===== src/rtl/chan_scanner_if.sv =====
// Scanner control/status bundle: run controls in, mux select and scan strobes out.
// Scanner is master (drives sel and strobes); controller/consumer side is slave.
interface chan_scanner_if #(
  parameter int DWELL_W = 4
);
  logic               start;
  logic               stop;
  logic [3:0]         chan_en;
  logic [DWELL_W-1:0] dwell;
  logic [1:0]         sel;
  logic               sel_valid;
  logic               sample;
  logic               sweep_done;
  logic               busy;

  modport master (
    input  start, stop, chan_en, dwell,
    output sel, sel_valid, sample, sweep_done, busy
  );

  modport slave (
    output start, stop, chan_en, dwell,
    input  sel, sel_valid, sample, sweep_done, busy
  );
endinterface


===== src/rtl/chan_scanner.sv =====
// Round-robin 4:1 mux channel scanner: 1-cycle SEEK gap then dwell+1 cycles per channel, no backpressure (stop aborts).
// sel is registered; SCAN_ONESHOT_EN makes the scanner return to IDLE after one full sweep.
module chan_scanner #(
  parameter int DWELL_W = 4
) (
  input  logic           clk,
  input  logic           rst,
  chan_scanner_if.master io_scan
);

  typedef enum logic [1:0] {S_IDLE, S_SEEK, S_DWELL} state_t;

  state_t             r_state;
  state_t             w_state_nxt;
  logic [1:0]         r_sel;
  logic [1:0]         r_ptr;
  logic [DWELL_W-1:0] r_cnt;
  logic [1:0]         w_pick;
  logic [1:0]         w_idx;
  logic               w_any_en;
  logic               w_last;
  logic               w_hi_en;
  logic               w_sweep;

  assign w_any_en = |io_scan.chan_en;
  assign w_last   = (r_state == S_DWELL) && (r_cnt == io_scan.dwell);
  // Any enabled channel strictly above the current one means the sweep is not finished.
  assign w_hi_en  = |(io_scan.chan_en >> ({1'b0, r_sel} + 3'd1));
  assign w_sweep  = w_last && !w_hi_en;

  // Descending scan so the smallest offset from the pointer wins.
  always_comb begin
    w_pick = 2'd0;
    w_idx  = 2'd0;
    for (int k = 3; k >= 0; k--) begin
      w_idx = r_ptr + 2'(k);
      if (io_scan.chan_en[w_idx]) begin
        w_pick = w_idx;
      end
    end
  end

  always_ff @(posedge clk or posedge rst) begin
    if (rst) begin
      r_state <= S_IDLE;
    end else begin
      r_state <= w_state_nxt;
    end
  end

  always_comb begin
    w_state_nxt = r_state;
    unique case (r_state)
      S_IDLE: begin
        if (io_scan.start && !io_scan.stop && w_any_en) begin
          w_state_nxt = S_SEEK;
        end
      end
      S_SEEK: begin
        if (io_scan.stop || !w_any_en) begin
          w_state_nxt = S_IDLE;
        end else begin
          w_state_nxt = S_DWELL;
        end
      end
      S_DWELL: begin
        if (io_scan.stop) begin
          w_state_nxt = S_IDLE;
        end else if (w_last) begin
`ifdef SCAN_ONESHOT_EN
          w_state_nxt = w_sweep ? S_IDLE : S_SEEK;
`else
          w_state_nxt = S_SEEK;
`endif
        end
      end
      default: w_state_nxt = S_IDLE;
    endcase
  end

  always_ff @(posedge clk or posedge rst) begin
    if (rst) begin
      r_sel <= 2'd0;
      r_ptr <= 2'd0;
      r_cnt <= '0;
    end else begin
      unique case (r_state)
        S_IDLE: begin
          if (w_state_nxt == S_SEEK) begin
            r_ptr <= 2'd0;
          end
        end
        S_SEEK: begin
          if (w_state_nxt == S_DWELL) begin
            r_sel <= w_pick;
            r_cnt <= '0;
          end
        end
        S_DWELL: begin
          r_cnt <= r_cnt + DWELL_W'(1);
          if (w_last) begin
            r_ptr <= r_sel + 2'd1;
          end
        end
        default: r_cnt <= '0;
      endcase
    end
  end

  always_comb begin
    io_scan.sel        = r_sel;
    io_scan.sel_valid  = (r_state == S_DWELL);
    io_scan.sample     = w_last;
    io_scan.sweep_done = w_sweep;
    io_scan.busy       = (r_state != S_IDLE);
  end

endmodule


===== src/flat_wrapper.sv =====
// flat-port wrapper written by rule: the top's interface ports become plain ports
module chan_scanner_flat 
#(
  parameter int DWELL_W = 4
)
  (clk, rst, io_scan_start, io_scan_stop, io_scan_chan_en, io_scan_dwell, io_scan_sel, io_scan_sel_valid, io_scan_sample, io_scan_sweep_done, io_scan_busy);
  chan_scanner_if #(.DWELL_W(DWELL_W)) io_scan_i ();
  input  logic clk;
  input  logic rst;
  input wire logic [$bits(io_scan_i.start)-1:0] io_scan_start;
  input wire logic [$bits(io_scan_i.stop)-1:0] io_scan_stop;
  input wire logic [$bits(io_scan_i.chan_en)-1:0] io_scan_chan_en;
  input wire logic [$bits(io_scan_i.dwell)-1:0] io_scan_dwell;
  output wire logic [$bits(io_scan_i.sel)-1:0] io_scan_sel;
  output wire logic [$bits(io_scan_i.sel_valid)-1:0] io_scan_sel_valid;
  output wire logic [$bits(io_scan_i.sample)-1:0] io_scan_sample;
  output wire logic [$bits(io_scan_i.sweep_done)-1:0] io_scan_sweep_done;
  output wire logic [$bits(io_scan_i.busy)-1:0] io_scan_busy;
  assign io_scan_i.start = io_scan_start;
  assign io_scan_i.stop = io_scan_stop;
  assign io_scan_i.chan_en = io_scan_chan_en;
  assign io_scan_i.dwell = io_scan_dwell;
  assign io_scan_sel = io_scan_i.sel;
  assign io_scan_sel_valid = io_scan_i.sel_valid;
  assign io_scan_sample = io_scan_i.sample;
  assign io_scan_sweep_done = io_scan_i.sweep_done;
  assign io_scan_busy = io_scan_i.busy;
  chan_scanner #(.DWELL_W(DWELL_W)) u_core (.clk(clk), .rst(rst), .io_scan(io_scan_i));
endmodule

===== config.mk =====
export PLATFORM = sky130hd
export DESIGN_NAME = chan_scanner_flat
export DESIGN_NICKNAME = d
export VERILOG_FILES = /design/src/rtl/chan_scanner_if.sv /design/src/rtl/chan_scanner.sv /design/src/flat_wrapper.sv
export SDC_FILE = /design/constraint.sdc
export NUM_CORES = 1
export LEC_CHECK = 0
export BUFFER_PORTS_ARGS = -buffer_cell sky130_fd_sc_hd__buf_2
export CAP_MARGIN = 25
export CORE_MARGIN = 2
export CORE_UTILIZATION = 45
export CTS_CLUSTER_DIAMETER = 80
export CTS_CLUSTER_SIZE = 30
export DETAILED_ROUTE_END_ITERATION = 7
export PLACE_DENSITY = 0.71
export SLEW_MARGIN = 20
export SYNTH_ARGS = -nofsm -noshare
export SYNTH_HDL_FRONTEND = slang
export SYNTH_SLANG_ARGS = --single-unit

===== constraint.sdc =====
create_clock -name clk -period 1.45 [get_ports clk]
set_input_delay 0.0725 -clock clk [delete_from_list [all_inputs] [get_ports clk]]
set_output_delay 0.0725 -clock clk [all_outputs]
set_load 0.01 [all_outputs]

### After elaboration in Yosys (flattened, before gate mapping)

Index checks and enable logic that the tools add are counted.

| cells by class | value |
|---|---|
| add/sub/neg operators | 6 |
| $mul | 0 |
| div/mod/pow operators | 0 |
| $lt $le $gt $ge | 4 |
| equal/unequal tests | 8 |
| shifts and indexed selects | 1 |
| multiplexer cells | 22 |
| bitwise operators | 1 |
| reduce and logical (&&, ||, !) cells | 16 |

Operator list:

| operator | number |
|---|---|
| 2-bit 2-to-1 mux | 10 |
| 2-bit by 3-bit < comparator with 1-bit output, second input constant | 4 |
| 4-bit case mux with 3 select lines | 1 |
| 1-bit binary-select mux with 2-bit select | 4 |
| 4-bit OR reduction | 2 |
| 2-bit by 1-bit inequality test with 1-bit output, second input constant | 3 |
| 2-bit case mux with 3 select lines | 1 |
| 2-bit by 1-bit adder with 2-bit output, second input constant | 2 |
| 2-bit adder, second input constant | 2 |
| 4-bit by 1-bit adder with 4-bit output, second input constant | 1 |
| 2-bit by 1-bit == test with 1-bit output, second input constant | 2 |
| 2-bit == test, second input constant | 2 |
| 4-bit == test | 1 |
| 1-bit logical AND | 4 |
| 1-bit 2-to-1 mux | 4 |
| 4-bit 2-to-1 mux | 1 |
| 2-bit case mux with 2 select lines | 1 |
| 2-bit AND reduction | 2 |
| 2-bit nonzero test | 2 |
| 4-bit by 3-bit right shift with 4-bit output | 1 |
| 2-bit by 1-bit adder with 3-bit output, second input constant | 1 |
| 1-bit logical NOT | 3 |
| 3-bit AND reduction | 1 |
| 2-bit logical NOT | 1 |
| 2 further kinds | 2 |

| storage, ports and cells | value |
|---|---|
| bits in registers | 10 |
| latch bits | 0 |
| memory bits (writable) | 0 |
| bits in read-only memories | 0 |
| input bits | 12 |
| output and inout bits | 6 |
| memories kept | 0 |

### Longest topological paths before layout

Gate-level depths: netlist of run 1.

| depth | value |
|---|---|
| depth in word-level cells | 8 |
| gate-level depth with buffers | 4 |
| mapped depth without buffers | 4 |

### Least setup slack after synthesis of run 1

No wires, ideal clock.

| path | value |
|---|---|
| path type | flip-flop to output port |
| from | register u_core.r_cnt[2] |
| to | output port io_scan_sweep_done |
| data arrival time | 1.337 ns |
| required time | 1.378 ns |
| path slack | 0.041 ns |
| cell stages (with the launch flop) | 5 |
| buffers on the path | 0 |
| cell sequence | dfrtp_1 xnor2_1 nand4_1 or2_2 a211oi_1 |

| on the way | value |
|---|---|
| cells in the longest elaborated chain, start to end | 3 |

RTL lines:

| item | RTL line | text |
|---|---|---|
| from (decl) | chan_scanner.sv:17 | `logic [DWELL_W-1:0] r_cnt;` |
| from (signal assigned) | chan_scanner.sv:100 | `r_cnt <= r_cnt + DWELL_W'(1);` |
| 4-bit == test | chan_scanner.sv:26 | `assign w_last = (r_state == S_DWELL) && (r_cnt == io_scan.dwell);` |
| 1-bit logical AND | chan_scanner.sv:26 |  |
| 1-bit logical AND | chan_scanner.sv:29 | `assign w_sweep = w_last && !w_hi_en;` |
| to (decl) | flat_wrapper.sv:17 | `output wire logic [$bits(io_scan_i.sweep_done)-1:0] io_scan_sweep_done;` |

Every way passes these cells.

### Worst setup path in the final report of run 1

| path | value |
|---|---|
| from | register u_core.r_cnt[3] |
| to | output port io_scan_sweep_done |

Same word-level chain as after synthesis.

==> results of run 1 <==
[stage by stage]
step | cell area (sq um) | hold WS [ns]
6_report | 874.6 | 0.03339
5_1_grt | 874.6 | 0.01382
4_1_cts | 878.3 | 0.01402
3_5_place_dp | 755.7 | 0.06593
3_3_place_gp | 755.7 | 0.07359
2_1_floorplan | 614.3 | -0.08732
[layer usage]
| layer | routed length (um) | up-vias |
|---|---|---|
| met2 | 720 | 20 |
| met3 | 86 | 2 |
| met5 | 0 | - |
| met4 | 17 | 0 |
| li1 | - | 311 |
| met1 | 681 | 285 |
[cell families (layout without fill, tap and decap cells)]
kind of cell / Yosys count / in the layout
AOI/OAI and AO/OA: 20 / 20
xor gates and xnor gates: 5 / 5
adders and majority gates: 1 / 1
buffers and inverters: 6 / 38
DFF: 10 / 10
muxes: 2 / 2
and+or+nand+nor: 25 / 25
[area by class of cell]
class	instances	area, sq um	share of cell area
multi-input combinational	53	366.6	0.4192
sequential	10	250.2	0.2861
timing repair buffer	28	180.2	0.2060
clock buffer	4	36.28	0.04149
inverter	6	22.52	0.02575
tap	15	18.77	0.02146
[cells in the mapped netlist, drive strengths merged, types with 2 or more instances]
master	n	area, sq um
nand2b	2	12.51
nor3	3	20.02
inv	6	22.52
nand2	4	15.01
dfrtp	10	250.2
nor2	8	30.03
a31o	2	17.52
a21oi	7	35.03
o21ai	4	20.02
xnor2	5	43.79
or2	2	12.51
[flip-flops by register name (all words and copies together), names as in the netlist]
register and flops:
u_core.io_scan.sel 2, u_core.r_cnt 4, u_core.r_ptr 2, u_core.r_state 2
[power by group]
part	switching [uW]	total, uW	internal (uW)	leakage [uW]
clock network	99.0	252	153	0.0000210
logic	158	341	182	0.000263
registers	64.4	401	337	0.000134
[how the worst max path moves through the flow]
stage | cells past startpoint | end | start
6_report | 5 | io_scan_sweep_done | u_core.r_cnt[3]
2_1_floorplan | 4 | io_scan_sweep_done | u_core.r_cnt[2]
5_1_grt | 5 | io_scan_sweep_done | u_core.r_cnt[0]
3_3_place_gp | 5 | io_scan_sweep_done | u_core.r_cnt[3]
4_1_cts | 5 | io_scan_sweep_done | u_core.r_cnt[2]
3_5_place_dp | 5 | io_scan_sweep_done | u_core.r_cnt[3]
[repair_timing]
item	in CTS	in global routing
endpoints found under the hold margin	10	0
setup buffers	6	1
hold buffers	1	0
gates resized for setup	8	3
pin swaps	5	4
endpoints found under the setup margin	2	6
==> summary.txt, run 1 <==
status - finished with violations
violated checks - negative setup slack
DP Worst Slack - -0.01123 ns
Iteration-0 DRC Markers - 20
drt first pass iters - 4
clk sinks - 10
main combinational cell family by area after synthesis - compound AO/OA/AOI/OAI gates
final setup slack of the worst path - -0.1477 ns
final wirelength - 1506 um
Mapped Cells - 69
worst hold start - io_scan_stop
R2R Path End - u_core.r_ptr[1]
CP delay by family, top - simple AND/OR/NAND/NOR gates
Arr. time, crit path - 1.53 ns
initial antenna violation count - 0
Clock Tree Root - clkbuf_4
H-tree depth - 1
met1 Use GR - 0.2746
Tightest Pin Transition - 0.3994 ns
post-synthesis compound-gate area fraction - 0.2200
area grow syn2layout - 42.36%
setup violators final - 4
post-synthesis cell type count - 28
worst reg2reg setup slack - -0.06 ns
crit path kind - register to output pin
number of global-route vias before repair - 560
maximum clock path buffer count - 2
Seq/Total Area, Yosys - 0.4073
Final period util - 1.102
chip width - 40.95 um
GRT met3 Usage - 0.08152
Synth Area in XOR/XNOR - 0.07128
Routed Antenna Nets - 0
count of final hold-check violations - 0
reg2reg start - u_core.r_cnt[3]
DP HPWL - 1127 um
min Tclk post-route - 1.598 ns
CP Cell Sequence - xnor2_1, nand4_1, or2_4, a211oi_2, buf_2
mux cell area share after synthesis - 0.03462
hold path depth - 2
Num CTS Buffers - 3
Design Power - 993.4 uW
GRT Resource Usage Total - 0.2241
Filler Cells Inserted - 102
syn avg cell area - 8.903 sq um
Setup TNS - -0.3723 ns
Slowest-stage cell, CP - dfrtp_1
CP Max Fanout - 3
Final Non-Filler Cells - 116
die area - 1677 sq um
RSZ-0062 raised after global routing - true
max incr delay on CP - 0.40 ns
VDD IR max - 0.0006787 V
vias per cell - 5.328
wire per inst - 12.98 um
Post-synth EDFFs - 0
synthesized area - 614.3 sq um
Hold Path Class - input pin to register
starting density of the core - 0.4781
Leakage - 0.0004175 uW
core area - 1285 sq um
reg2reg path depth - 6
largest net degree at the start of global routing - 11
Vias - 618
syn_nets - 82
fmax - 625.9 MHz
number of port buffers - 17
worst skew pair latency - 0.27 ns
CP Buf/Inv Count - 1
Final Skew - 0.004299 ns
Startpoint Class - register
GP Congestion - 0.7801
commonest non-fill, non-tap cell in the layout - buf_2
final net count - 115
Final Util - 0.6806
first-pass GRT wire length - 2311 um
Die Ht - 40.95 um
met2 Usage GRT - 0.3594
Slew HR - 0.7308
ant diodes - 0
simple-gate share of the synthesized area - 0.2098
P per Cell Area - 1136 nW/um^2
total grt overflow - 0
GRT busiest layer - met2
post-synthesis adder-cell area fraction - 0.02037
Hold Path End - u_core.r_state[0]
row count - 13
fraction of layout cells with a size suffix above 1 - 0.4257
drc violations - 0
max cap viols - 0
post-synthesis sequential element count - 10
Crit path required time - 1.38 ns
DP Cell Count - 106
Synth Warn # - 0
Top FF cell, synth - dfrtp_1
fin. max-slew vios - 0
crit end category - output pin
Clock transition at path regs - 0.07 ns
asr flop ratio synth - 1.000
leading cell types in the layout, fill and taps excluded - 16 x buf_2, 10 x dfrtp_1, 9 x buf_4, 8 x nor2_1
IO Pins - 18
CTS tree - done
No activity file was read; power rests on OpenSTA's default activity.
==> run 2, diff against run 1 <==
--- a/config.mk
+++ b/config.mk
@@ -13,6 +13,7 @@
 export CTS_CLUSTER_SIZE = 30
 export DETAILED_ROUTE_END_ITERATION = 7
 export PLACE_DENSITY = 0.71
+export SETUP_SLACK_MARGIN = 0.1
 export SLEW_MARGIN = 20
 export SYNTH_ARGS = -nofsm -noshare
 export SYNTH_HDL_FRONTEND = slang
==> run 2 against run 1 <==
Compared with the run above: sequential power about the same; non-clock buffer count increased by 5; worst setup slack got worse by 0.024 ns; combinational power increased by 19%; first-iteration DRC count unchanged; sequential cell count unchanged; the run still ends with negative setup slack left; power increased by 7.6%; critical endpoint unchanged; sequential share of layout area decreased by 1.5 points; highest routed layer unchanged; via count increased by 7.4%; cell count increased by 4.3%.
==> summary.txt, run 2 (synthesis gave the netlist of run 1 again) <==
status - finished with violations
violated checks - negative setup slack
area of the multi-input gates - 380.4 sq um (+3.8%)
Routed Antenna Nets - 0 (unchanged)
Routed met3 length - 69 um (-20%)
hold path depth - 2 (unchanged)
FF+latch area - 251.5 sq um (+0.50%)
die area - 1677 sq um (unchanged)
fraction of layout cells with a size suffix above 1 - 0.4623 (+0.03652)
reg2reg path depth - 6 (unchanged)
drc violations - 0 (unchanged)
Leakage - 0.0004474 uW (+7.2%)
Hold Path End - u_core.r_state[0]
Startpoint Class - register
WL met2 - 735 um (+2.1%)
count of final hold-check violations - 0 (unchanged)
most flop-heavy register - u_core.r_cnt
area grow syn2layout - 50.92%
Iteration-0 DRC Markers - 20 (unchanged)
GP Congestion - 0.8760 (+12%)
Design Power - 1069 uW (+7.6%)
leading cell types in the layout, fill and taps excluded - 16 x buf_2, 14 x buf_4, 9 x dfrtp_1, 8 x nor2_1
Crit path required time - 1.38 ns (about the same)
IO Pins - 18 (unchanged)
DP Worst Slack - 0.03720 ns (+0.04843 ns)
Tightest Pin Transition - 0.4059 ns (+0.006497 ns)
Filler Cells Inserted - 105 (+2.9%)
VDD IR max - 0.0007643 V (+13%)
RSZ-0062 raised after global routing - true
chip width - 40.95 um (unchanged)
DP HPWL - 1130 um (+0.28%)
uppermost routed layer - met4
commonest non-fill, non-tap cell in the layout - buf_2
starting density of the core - 0.4781 (unchanged)
largest net degree at the start of global routing - 11 (unchanged)
worst setup path start - u_core.r_cnt[3]
crit path kind - register to output pin
Die Ht - 40.95 um (unchanged)
Arr. time, crit path - 1.55 ns (+0.02 ns)
P per Cell Area - 1153 nW/um^2 (+1.5%)
CP Max Fanout - 2 (-1)
clk sinks - 10 (unchanged)
fin. max-slew vios - 0 (unchanged)
Slew HR - 0.7291 (-0.001718)
drt first pass iters - 4 (unchanged)
number of global-route vias before repair - 566 (+1.1%)
Metal-1 WL - 815 um (+20%)
first-pass GRT wire length - 2497 um (+8.0%)
Clock Tree Root - clkbuf_4
maximum clock path buffer count - 2 (unchanged)
setup violators final - 4 (unchanged)
Clock transition at path regs - 0.07 ns (about the same)
worst reg2reg setup slack - -0.14 ns (-0.08 ns)
min Tclk post-route - 1.622 ns (+0.02418 ns)
Num CTS Buffers - 3 (unchanged)
Final Skew - 0.001017 ns (-0.003282 ns)
initial antenna violation count - 0 (unchanged)
max cap viols - 0 (unchanged)
ant diodes - 0 (unchanged)
worst hold start - io_scan_stop
H-tree depth - 1 (unchanged)
final net count - 120 (+4.3%)
max reg flops - 4 (unchanged)
row count - 13 (unchanged)
Final period util - 1.119 (+0.01668)
GRT Resource Usage Total - 0.2361 (+0.01198)
fmax - 616.6 MHz (-1.5%)
final setup slack of the worst path - -0.1719 ns (-0.02418 ns)
R2R Path End - u_core.r_ptr[1]
CTS tree - done
vias per cell - 5.488 (+3.0%)
final wirelength - 1653 um (+9.8%)
Hold Path Class - input pin to register
worst skew pair latency - 0.27 ns (about the same)
core area - 1285 sq um (unchanged)
DP Cell Count - 105 (-0.94%)
crit end category - output pin
Final Non-Filler Cells - 121 (+4.3%)
reg2reg start - u_core.r_cnt[3]
total grt overflow - 0 (unchanged)
number of port buffers - 17 (unchanged)
Vias - 664 (+7.4%)
wire per inst - 13.66 um (+5.2%)
[run 2: cell types whose count changed in the layout (fill, tap and decap cells not counted)]
cell	before	now
buf_4	9	14
dfrtp_1	10	9
dfrtp_2	0	1
nand2b_1	2	1
nand2b_4	0	1
nor3_1	0	1
nor3_2	3	2
o21ai_0	4	3
o21ai_1	0	1
o41ai_2	1	0
o41ai_4	0	1
[run 2: critical path, stage by stage, from the launching register on]
cell      delay [ns]
dfrtp_1         0.40
xnor2_1         0.17
nand4_1         0.14
or2_4           0.28
a211oi_2        0.14
buf_2           0.16
[run 2: what timing repair did]
action / 4_1_cts / 5_1_grt
hold buffers: 1 / 0
buffers inserted: 9 / 5
pin swaps: 4 / 4
gates resized for setup: 6 / 6
endpoints found under the hold margin: 10 / 0
setup endpoints to repair: 5 / 9
[run 2: cell type report]
| cell class | count | share of cell area |
|---|---|---|
| Clock buffer | 4 | 0.03914 |
| Timing Repair Buffer | 33 | 0.2348 |
| Tap cell | 15 | 0.02024 |
| Sequential cell | 10 | 0.2713 |
| Multi-Input combinational cell | 53 | 0.4103 |
| Inverter | 6 | 0.02429 |
[run 2: layer usage]
layer	vias up	track usage
met5	-	0
met2	20	0.3438
met3	4	0.04891
met4	0	0.1250
met1	315	0.3232
li1	325	-
[run 2: worst max path at each step]
stage	end	slack (ns)	cells after the start
3_5_place_dp	io_scan_sweep_done	0.04	5
5_1_grt	io_scan_sweep_done	-0.25	5
4_1_cts	io_scan_sweep_done	-0.15	5
2_1_floorplan	u_core.r_ptr[0]	0.11	4
3_3_place_gp	io_scan_sweep_done	0.08	5
6_report	io_scan_sweep_done	-0.17	5
[run 2: power breakdown]
| group | leakage [uW] | switching, uW | internal [uW] |
|---|---|---|---|
| clock network | 0.0000210 | 109 | 153 |
| logic | 0.000294 | 177 | 228 |
| registers | 0.000132 | 64.0 | 337 |
[run 2: through the flow]
stage / cell area (sq um) / TNS [ns] / util / hold WS [ns]
6_report: 927.1 / -0.5945 / 0.7215 / 0.003013
2_1_floorplan: 619.3 / 0 / - / -0.08732
5_1_grt: 927.1 / -0.9041 / 0.7215 / 0.01113
3_3_place_gp: 753.2 / 0 / 0.5862 / 0.07213
4_1_cts: 885.9 / -0.4616 / 0.6894 / 0.007825
3_5_place_dp: 753.2 / 0 / 0.5862 / 0.07763
